**config.mk**
```make
export PLATFORM = sky130hd
export DESIGN_NAME = mpadd_seq
export DESIGN_NICKNAME = d
export VERILOG_FILES = /design/src/rtl/mpadd_seq.sv
export SDC_FILE = /design/constraint.sdc
export NUM_CORES = 1
export LEC_CHECK = 0
export CAP_MARGIN = 20
export CELL_PAD_IN_SITES_DETAIL_PLACEMENT = 0
export CELL_PAD_IN_SITES_GLOBAL_PLACEMENT = 1
export CORE_UTILIZATION = 44
export CTS_CLUSTER_SIZE = 20
export DETAILED_ROUTE_END_ITERATION = 12
export PLACE_DENSITY_LB_ADDON = 0.1
export SLEW_MARGIN = 25
export SYNTH_ARGS = -nofsm -noshare
export SYNTH_HDL_FRONTEND = slang
export SYNTH_SLANG_ARGS = --single-unit
```
**constraint.sdc**
```tcl
create_clock -name clk -period 5 [get_ports clk]
set_input_delay 1.25 -clock clk [delete_from_list [all_inputs] [get_ports clk]]
set_output_delay 1.25 -clock clk [all_outputs]
set_load 0.005 [all_outputs]
```
**src/rtl/mpadd_seq.sv**
```systemverilog
// Multi-precision add/subtract sequencer: one 16-bit CLA slice per cycle, LS slice first.
// Optional signed saturation of the final result when MPADD_SAT_EN is defined.

module cla_16bits (
  input  logic [15:0] a,
  input  logic [15:0] b,
  input  logic        cin,
  output logic [15:0] s,
  output logic        cout
);
  logic [15:0] g, p, c;
  logic [3:0]  gg, gp;
  logic [4:0]  gc;

  assign g = a & b;
  assign p = a ^ b;

  genvar gi;
  generate
    for (gi = 0; gi < 4; gi++) begin : g_grp
      assign gp[gi] = &p[gi*4 +: 4];
      assign gg[gi] = g[gi*4+3] | (p[gi*4+3] & g[gi*4+2])
                    | (p[gi*4+3] & p[gi*4+2] & g[gi*4+1])
                    | (p[gi*4+3] & p[gi*4+2] & p[gi*4+1] & g[gi*4]);
      // Bit carries inside a group are expanded from the group carry-in, not chained.
      assign c[gi*4]   = gc[gi];
      assign c[gi*4+1] = g[gi*4] | (p[gi*4] & gc[gi]);
      assign c[gi*4+2] = g[gi*4+1] | (p[gi*4+1] & g[gi*4]) | (p[gi*4+1] & p[gi*4] & gc[gi]);
      assign c[gi*4+3] = g[gi*4+2] | (p[gi*4+2] & g[gi*4+1]) | (p[gi*4+2] & p[gi*4+1] & g[gi*4])
                       | (p[gi*4+2] & p[gi*4+1] & p[gi*4] & gc[gi]);
    end
  endgenerate

  assign gc[0] = cin;
  assign gc[1] = gg[0] | (gp[0] & cin);
  assign gc[2] = gg[1] | (gp[1] & gg[0]) | (gp[1] & gp[0] & cin);
  assign gc[3] = gg[2] | (gp[2] & gg[1]) | (gp[2] & gp[1] & gg[0]) | (gp[2] & gp[1] & gp[0] & cin);
  assign gc[4] = gg[3] | (gp[3] & gg[2]) | (gp[3] & gp[2] & gg[1]) | (gp[3] & gp[2] & gp[1] & gg[0])
               | (gp[3] & gp[2] & gp[1] & gp[0] & cin);

  assign s    = p ^ c;
  assign cout = gc[4];
endmodule

module mpadd_seq #(
  parameter int WIDTH = 16,
  parameter int WORDS = 4
) (
  input  logic                   clk,
  input  logic                   rst_n,
  input  logic                   start_valid,
  output logic                   start_ready,
  input  logic [WIDTH*WORDS-1:0] op_a,
  input  logic [WIDTH*WORDS-1:0] op_b,
  input  logic                   sub,
  output logic                   res_valid,
  input  logic                   res_ready,
  output logic [WIDTH*WORDS-1:0] result,
  output logic                   cout,
  output logic                   overflow,
  output logic                   busy
);
  localparam int CW = $clog2(WORDS);

  typedef enum logic [1:0] {IDLE, RUN, DONE} state_t;
  state_t state_reg, state_next;

  logic [CW-1:0]    cnt_reg;
  logic             carry_reg, sub_reg, cout_reg, ovf_reg;
  logic [WIDTH-1:0] a_words [WORDS];
  logic [WIDTH-1:0] b_words [WORDS];
  logic [WIDTH-1:0] res_words_reg [WORDS];
  logic [WIDTH*WORDS-1:0] a_reg, b_reg;

  logic [WIDTH-1:0] a_slice, b_slice, sum;
  logic             c_out, last, accept, ovf_calc;

  genvar gi;
  generate
    for (gi = 0; gi < WORDS; gi++) begin : g_words
      assign a_words[gi] = a_reg[gi*WIDTH +: WIDTH];
      assign b_words[gi] = b_reg[gi*WIDTH +: WIDTH];
      assign result[gi*WIDTH +: WIDTH] = res_words_reg[gi];
    end
  endgenerate

  assign a_slice  = a_words[cnt_reg];
  assign b_slice  = b_words[cnt_reg] ^ {WIDTH{sub_reg}};
  assign last     = (cnt_reg == CW'(WORDS - 1));
  assign accept   = start_valid && start_ready;
  assign ovf_calc = (a_slice[WIDTH-1] == b_slice[WIDTH-1]) && (sum[WIDTH-1] != a_slice[WIDTH-1]);

  cla_16bits u_cla (
    .a    (a_slice),
    .b    (b_slice),
    .cin  (carry_reg),
    .s    (sum),
    .cout (c_out)
  );

  always_ff @(posedge clk or negedge rst_n) begin
    if (!rst_n) state_reg <= IDLE;
    else        state_reg <= state_next;
  end

  always_comb begin
    state_next  = state_reg;
    start_ready = 1'b0;
    res_valid   = 1'b0;
    busy        = 1'b0;
    case (state_reg)
      IDLE: begin
        start_ready = 1'b1;
        if (start_valid) state_next = RUN;
      end
      RUN: begin
        busy = 1'b1;
        if (last) state_next = DONE;
      end
      DONE: begin
        res_valid   = 1'b1;
        start_ready = res_ready;
        if (res_ready) state_next = start_valid ? RUN : IDLE;
      end
      default: state_next = IDLE;
    endcase
  end

  always_ff @(posedge clk or negedge rst_n) begin
    if (!rst_n) begin
      cnt_reg   <= '0;
      carry_reg <= 1'b0;
      sub_reg   <= 1'b0;
      a_reg     <= '0;
      b_reg     <= '0;
      cout_reg  <= 1'b0;
      ovf_reg   <= 1'b0;
      for (int i = 0; i < WORDS; i++) res_words_reg[i] <= '0;
    end else if (accept) begin
      a_reg     <= op_a;
      b_reg     <= op_b;
      sub_reg   <= sub;
      carry_reg <= sub;  // carry-in of 1 completes the two's complement of B
      cnt_reg   <= '0;
    end else if (state_reg == RUN) begin
      res_words_reg[cnt_reg] <= sum;
      carry_reg <= c_out;
      cnt_reg   <= cnt_reg + 1'b1;
      if (last) begin
        cout_reg <= c_out;
        ovf_reg  <= ovf_calc;
`ifdef MPADD_SAT_EN
        if (ovf_calc) begin
          for (int i = 0; i < WORDS - 1; i++) res_words_reg[i] <= {WIDTH{~a_slice[WIDTH-1]}};
          res_words_reg[WORDS-1] <= {a_slice[WIDTH-1], {(WIDTH-1){~a_slice[WIDTH-1]}}};
        end
`endif
      end
    end
  end

  assign cout     = cout_reg;
  assign overflow = ovf_reg;
endmodule

```
# After elaboration in Yosys (flattened, before gate mapping)
# Index checks and enable logic that the tools add are counted.
classes:
  n_addsub: 1
  multipliers: 0
  n_div: 0
  order_cmp: 2
  eq_ne: 8
  n_shift: 0
  mux: 21
  n_bitwise: 124
  reduce_logical: 12
ops:
  columns: ["cell", "n"]
  rows:
  - ["$mux W16", 5]
  - ["$and A1 B1 Y1", 72]
  - ["$bmux W16 S2", 2]
  - ["$bwmux W64", 1]
  - ["$xor A16 B16 Y16", 3]
  - ["$or A1 B1 Y1", 46]
  - ["$demux W16 S2", 1]
  - ["$and A16 B16 Y16", 1]
  - ["$reduce_and A4 Y1", 4]
  - ["$mux W2", 5]
  - ["$ne A2 B2 Y1 const B", 3]
  - ["$pmux W2 S3", 1]
  - ["$reduce_and A3 Y1", 2]
  - ["$mux W1", 5]
  - ["$eq A2 B2 Y1 const B", 2]
  - ["$ge A3 B3 Y1 const B", 1]
  - ["$logic_and A1 B1 Y1", 3]
  - ["$lt A3 B1 Y1 const B", 1]
  - ["$not A2 Y3", 1]
  - ["$add A2 B1 Y2 const B", 1]
  - ["$eq A2 B1 Y1 const B", 1]
  - ["$logic_not A2 Y1", 1]
  - ["$pmux W1 S2", 1]
  - ["$reduce_and A2 Y1", 1]
  - ["other kinds (4)", 4]
word_totals:
  ff_bits: 200
  latchBits: 0
  ramBits: 0
  mem_bits_ro: 0
  mem_count: 0

# Longest topological paths before layout
depth:
  word_depth: 19
  depth_mapped: 13
  mapped_depth_nobuf: 11

# Cells and area by module
# From an unflattened synthesis, not the netlist that was laid out.
unflattened:
  cells_unflattened: 575
  hier_area_um2: 9128.8
by_module_without_submodules:
  columns: ["mod", "instances", "cells_per_inst", "area_each_um2"]
  rows:
  - ["mpadd_seq", 1, 501, 8494.4]
  - ["cla_16bits", 1, 74, 634.4]

# Worst setup path before layout
# OpenSTA, ideal clock, no wires.
synth_timing:
  kind: "register -> register"
  start: "register cnt_reg[0]"
  end: "register res_words_reg, in the netlist result[12]"
  setup_ns: 0.083
  arrival_time_ns: 3.325
  slack_ns: 1.592
  path_stages_with_launch: 13
  n_path_buf: 3
  cell_sequence: "dfrtp_1 > buf_4 > buf_4 > buf_2 > mux4_2 > ha_1 > a21o_1 > a21oi_2 > nand2_1 > o21ai_0 > nor2b_1 > fa_1 > o21ai_0"
synth_via:
  elab_chain_len: 16
synth_rtl:
  columns: ["element", "line_no", "rtl"]
  rows:
  - ["from (decl)", "68", "logic [CW-1:0] cnt_reg;"]
  - ["from (signal assigned)", "148", "cnt_reg <= cnt_reg + 1'b1;"]
  - ["$not A2 Y3 (implied by the code) (*)", "87, 88, 146", null]
  - ["$bmux W16 S2", "88", "assign b_slice = b_words[cnt_reg] ^ {WIDTH{sub_reg}};"]
  - ["$mux W16 (implied by the code) (2 in a row)", "88", null]
  - ["$xor A16 B16 Y16", "88", null]
  - ["$xor A16 B16 Y16 or $and A16 B16 Y16 (tied branches)", "16, 15", null]
  - ["$and A1 B1 Y1, on equally long branches", "22, 23, 24", null]
  - ["$or A1 B1 Y1, or another cell as far along", "22", "assign gg[gi] = g[gi*4+3] | (p[gi*4+3] & g[gi*4+2])"]
  - ["$or A1 B1 Y1 or $and A1 B1 Y1 (tied branches)", "23, 24", null]
  - ["$or A1 B1 Y1", "24", "| (p[gi*4+3] & p[gi*4+2] & p[gi*4+1] & g[gi*4]);"]
  - ["$and A1 B1 Y1", "37", "assign gc[3] = gg[2] | (gp[2] & gg[1]) | (gp[2] & gp[1] & gg[0]) | (gp[2] & gp[1] & gp[0] & cin);"]
  - ["$or A1 B1 Y1 (3 in a row)", "37", null]
  - ["$xor A16 B16 Y16", "41", "assign s = p ^ c;"]
  - ["$bwmux W64 (*)", "146", "res_words_reg[cnt_reg] <= sum;"]
  - ["to (signal, indexed assignment)", "146", null]
  - ["to (decl)", "72", "logic [WIDTH-1:0] res_words_reg [WORDS];"]
# Mark *: on every way between the ends. The rest lies on a longest branch, timed or not. The select of a mux whose other input is x is not followed.
# A chain may end at the register's enable or synchronous reset.

# Worst setup path in the final report
layout_timing:
  start: "input port res_ready"
  end: "output port start_ready"
layout_via:
  elab_chain_len: 1
layout_rtl:
  columns: ["element", "line_no", "rtl"]
  rows:
  - ["from (decl)", "57", "input logic res_ready,"]
  - ["$pmux W1 S2", "111", "case (state_reg)"]
  - ["to (decl)", "52", "output logic start_ready,"]
# Every way passes these cells.

==> impl_metrics.csv <==
group,metric,value,unit
synth,synth_top_area_cell,"dfrtp_1",
clock_network,cts_setup_buffers,0,
global_routing,grt_max_degree,121,
clock_network,clock_path_buffers,2,
synth,synth.distinct_cells,51,
synth,syn_area,9130,um^2
floorplanning,die_w,146,um
final_layout,drive_gt1_share,26.8,%
worst_setup_path,cp_slowest_cell,"clkdlybuf4s50_1",
floorplanning,core-area,20300,um^2
worst_setup_path,crit_path_end_kind,"output pin",
place,portBuffers,201,
synth,synthCells,655,
clock_network,clk_pin_slew,70,ps
timing,hold_violations,0,
worst_setup_path,r2r-start,"cnt_reg[0]",
worst_setup_path,cp.arrival,2490,ps
synth,synth_area_leaders,"dfrtp_1, mux2_2, mux4_2",
worst_setup_path,path_cells,"clkdlybuf4s50_1 > inv_1 > a21oi_1 > clkdlybuf4s50_1",
worst_setup_path,crit_start,"res_ready",
synth,ys_warn_count,0,
clock_network,cts_resized,0,
synth,synth_area_per_cell,13.9,um^2
worst_setup_path,path_max_fanout,2,
final_layout,n_fill_cell,1662,
run_status,status,"completed",
synth,synth_common_cells,"dfrtp_1, mux2_2, nand2_1",
timing,rsz0062_at_grt,"no",
drt,drtAntennaViolNets,0,
timing,whs,485,ps
drt,wire_per_inst,18.8,um
timing,max_freq,268,MHz
global_routing,grt_antenna_before_repair,1,
clock_network,worstSkewPairLatency,430,ps
timing,setup-tns-final,0,ps
worst_setup_path,crit_family,"buffers and inverters",
drt,drtIter0Drc,282,
drt,drc,0,
synth,synth.area.mux_share,25.6,%
place,post_dp_cell_area,11400,um^2
global_routing,grt_overflow,0,
global_routing,grt_first_pass_wirelength,34400,um
place,dp_hpwl,15900,um
synth,synth_top_family_by_area,"multiplexers",
worst_setup_path,crit_cells,4,
timing,worst_pin_slew,1020,ps
flow_run,drv_cap,0,
final_layout,fin_util,59.0,%
synth,synth-compound-area-share,5.90,%
drt,vias_per_cell,5.19,
clock_network,clockRootBuffer,"clkbuf_16",
clock_network,numCtsBuffers,17,
worst_setup_path,crit_path_end,"start_ready",
floorplanning,rows,52,
synth,syn_nets,812,
synth,synth-xor-area-share,2.21,%
min_path,hold_class,"reg -> reg",
place,place_congestion,0.787,
worst_setup_path,cpMostUsedCell,"clkdlybuf4s50_1",
final_layout,final_nets,1005,
synth,synth_flop_cell,"dfrtp_1",
clock_network,htreeDepth,4,
timing,setup_violations,0,
worst_setup_path,critPathKind,"in -> out",
worst_setup_path,critPathBufInv,3,
synth,synth_most_common_cell,"dfrtp_1",
synth,synth-adder-area-share,3.62,%
synth,async_flop_share,100,%
timing,finalClockSkew,8.80,ps
timing,final_max_slew_viol_count,0,
final_layout,final_area,12000,um^2
synth,yosysTopAreaCellShare,54.8,%
drt,dr.pass1.iters,4,
worst_setup_path,reg2regPathDepth,11,
floorplanning,dieHeight,146,um
final_layout,register_area,5010,um^2
worst_setup_path,setup.worst_path.start_class,"input pin",
synth,synthSimpleGateAreaFrac,5.52,%
floorplanning,start_util,45.0,%
clock_network,cts_tree,"built",
worst_setup_path,cp_slowest_stage_delay,530,ps
timing,min_period,3740,ps
worst_setup_path,ff2ff_setup_slack,1300,ps
timing,slew-limit-headroom,31.5,%
clock_network,cts_hold_buf,0,
global_routing,grt_util_all_layers,21.2,%
worst_setup_path,regToRegEndpoint,"result[28]",
floorplanning,die_area,21300,um^2
clock_network,clkSinkCount,200,
drt,num_vias,5864,
drt,wl,21200,um
timing,fin_crit_sh,74.8,%
synth,yosysSeqAreaShare,54.8,%
global_routing,grt_pass1_vias,6206,
floorplanning,io_pins,202,
synth,synth_seq_cells,200,
worst_setup_path,timing.critical_path.required,3750,ps
final_layout,syn2layout_area_growth,31.2,%
min_path,hp-start,"result[49]",
final_layout,multi_input_comb_area,3920,um^2
synth,synth_edf_count,0,
==> layout make-up <==
class / instances / area share, %
diodes: 1 / 0.0209
clock buffers: 18 / 3.58
clock inverters: 12 / 1.40
inverters: 7 / 0.219
multi-input cells: 413 / 32.7
flip-flops and latches: 200 / 41.8
well taps: 270 / 2.82
repair buffers: 209 / 17.4
==> routing by layer <==
layer  vias to the layer above  GRT usage (%)  part of all wire (%)
met3                        19           4.91                   5.2
met5                         -              0                     0
met2                       148           34.8                    49
met1                      2958           28.2                    44
met4                         0           6.67                   1.3
li1                       2739              -                     -
==> how the worst min path moves through the flow <==
stage | endpoint | cells past startpoint
floorplan | result[10] | 2
finish | result[49] | 2
detailed placement | overflow | 2
global placement | result[43] | 2
CTS | result[49] | 2
global route | result[34] | 2
==> cells by family after synthesis <==
| kind of cell | count (synthesis) |
|---|---|
| adder cells (fa/ha/maj) | 24 |
| flip-flops | 200 |
| XOR/XNOR | 23 |
| AO/OA/AOI/OAI | 84 |
| multiplexers | 176 |
| AND/OR/NAND/NOR | 106 |
| buffers and inverters | 42 |
==> layout by cell type (no fill, tap or decap), types with 2 or more instances in the layout <==
cell and n:
inv_6 3, clkdlybuf4s50_1 200, inv_1 6, inv_8 2, a21oi_1 7, fa_1 4, dfrtp_1 198, nand3_1 6
xor2_1 18, o21ai_1 6, buf_4 7, nor3_1 3, mux2i_1 2, mux4_2 32, bufinv_16 3, dfrtp_2 2
o31ai_1 9, nor2_1 8, a22o_1 2, clkbuf_16 17, mux2_2 142, nor2b_1 3, o21ai_0 43, nand2_1 68
o21a_1 3, nand2b_1 4, clkinvlp_4 2, ha_1 20, xnor2_1 5, a21boi_2 2
==> worst register-to-register path, cell delays in order (launching register included) <==
cell and delay [ps]:
dfrtp_2 360, buf_4 380, mux4_2 590, xor2_1 160, ha_1 370, a21oi_1 280
o21a_1 210, nand2_1 90, o21ai_0 220, nor2b_1 250, fa_1 480, o21ai_0 210
==> per-stage QoR <==
stage | worst slack, ps | instances
global route | 974 | 1129
floorplan | 1590 | 655
CTS | 1230 | 1129
detailed placement | 1260 | 1099
finish | 1260 | 1130
global placement | 1300 | 1099
Power is left out: the tool's default activity adds up to more than one toggle a clock period on the data nets, which glitch-free logic cannot reach.
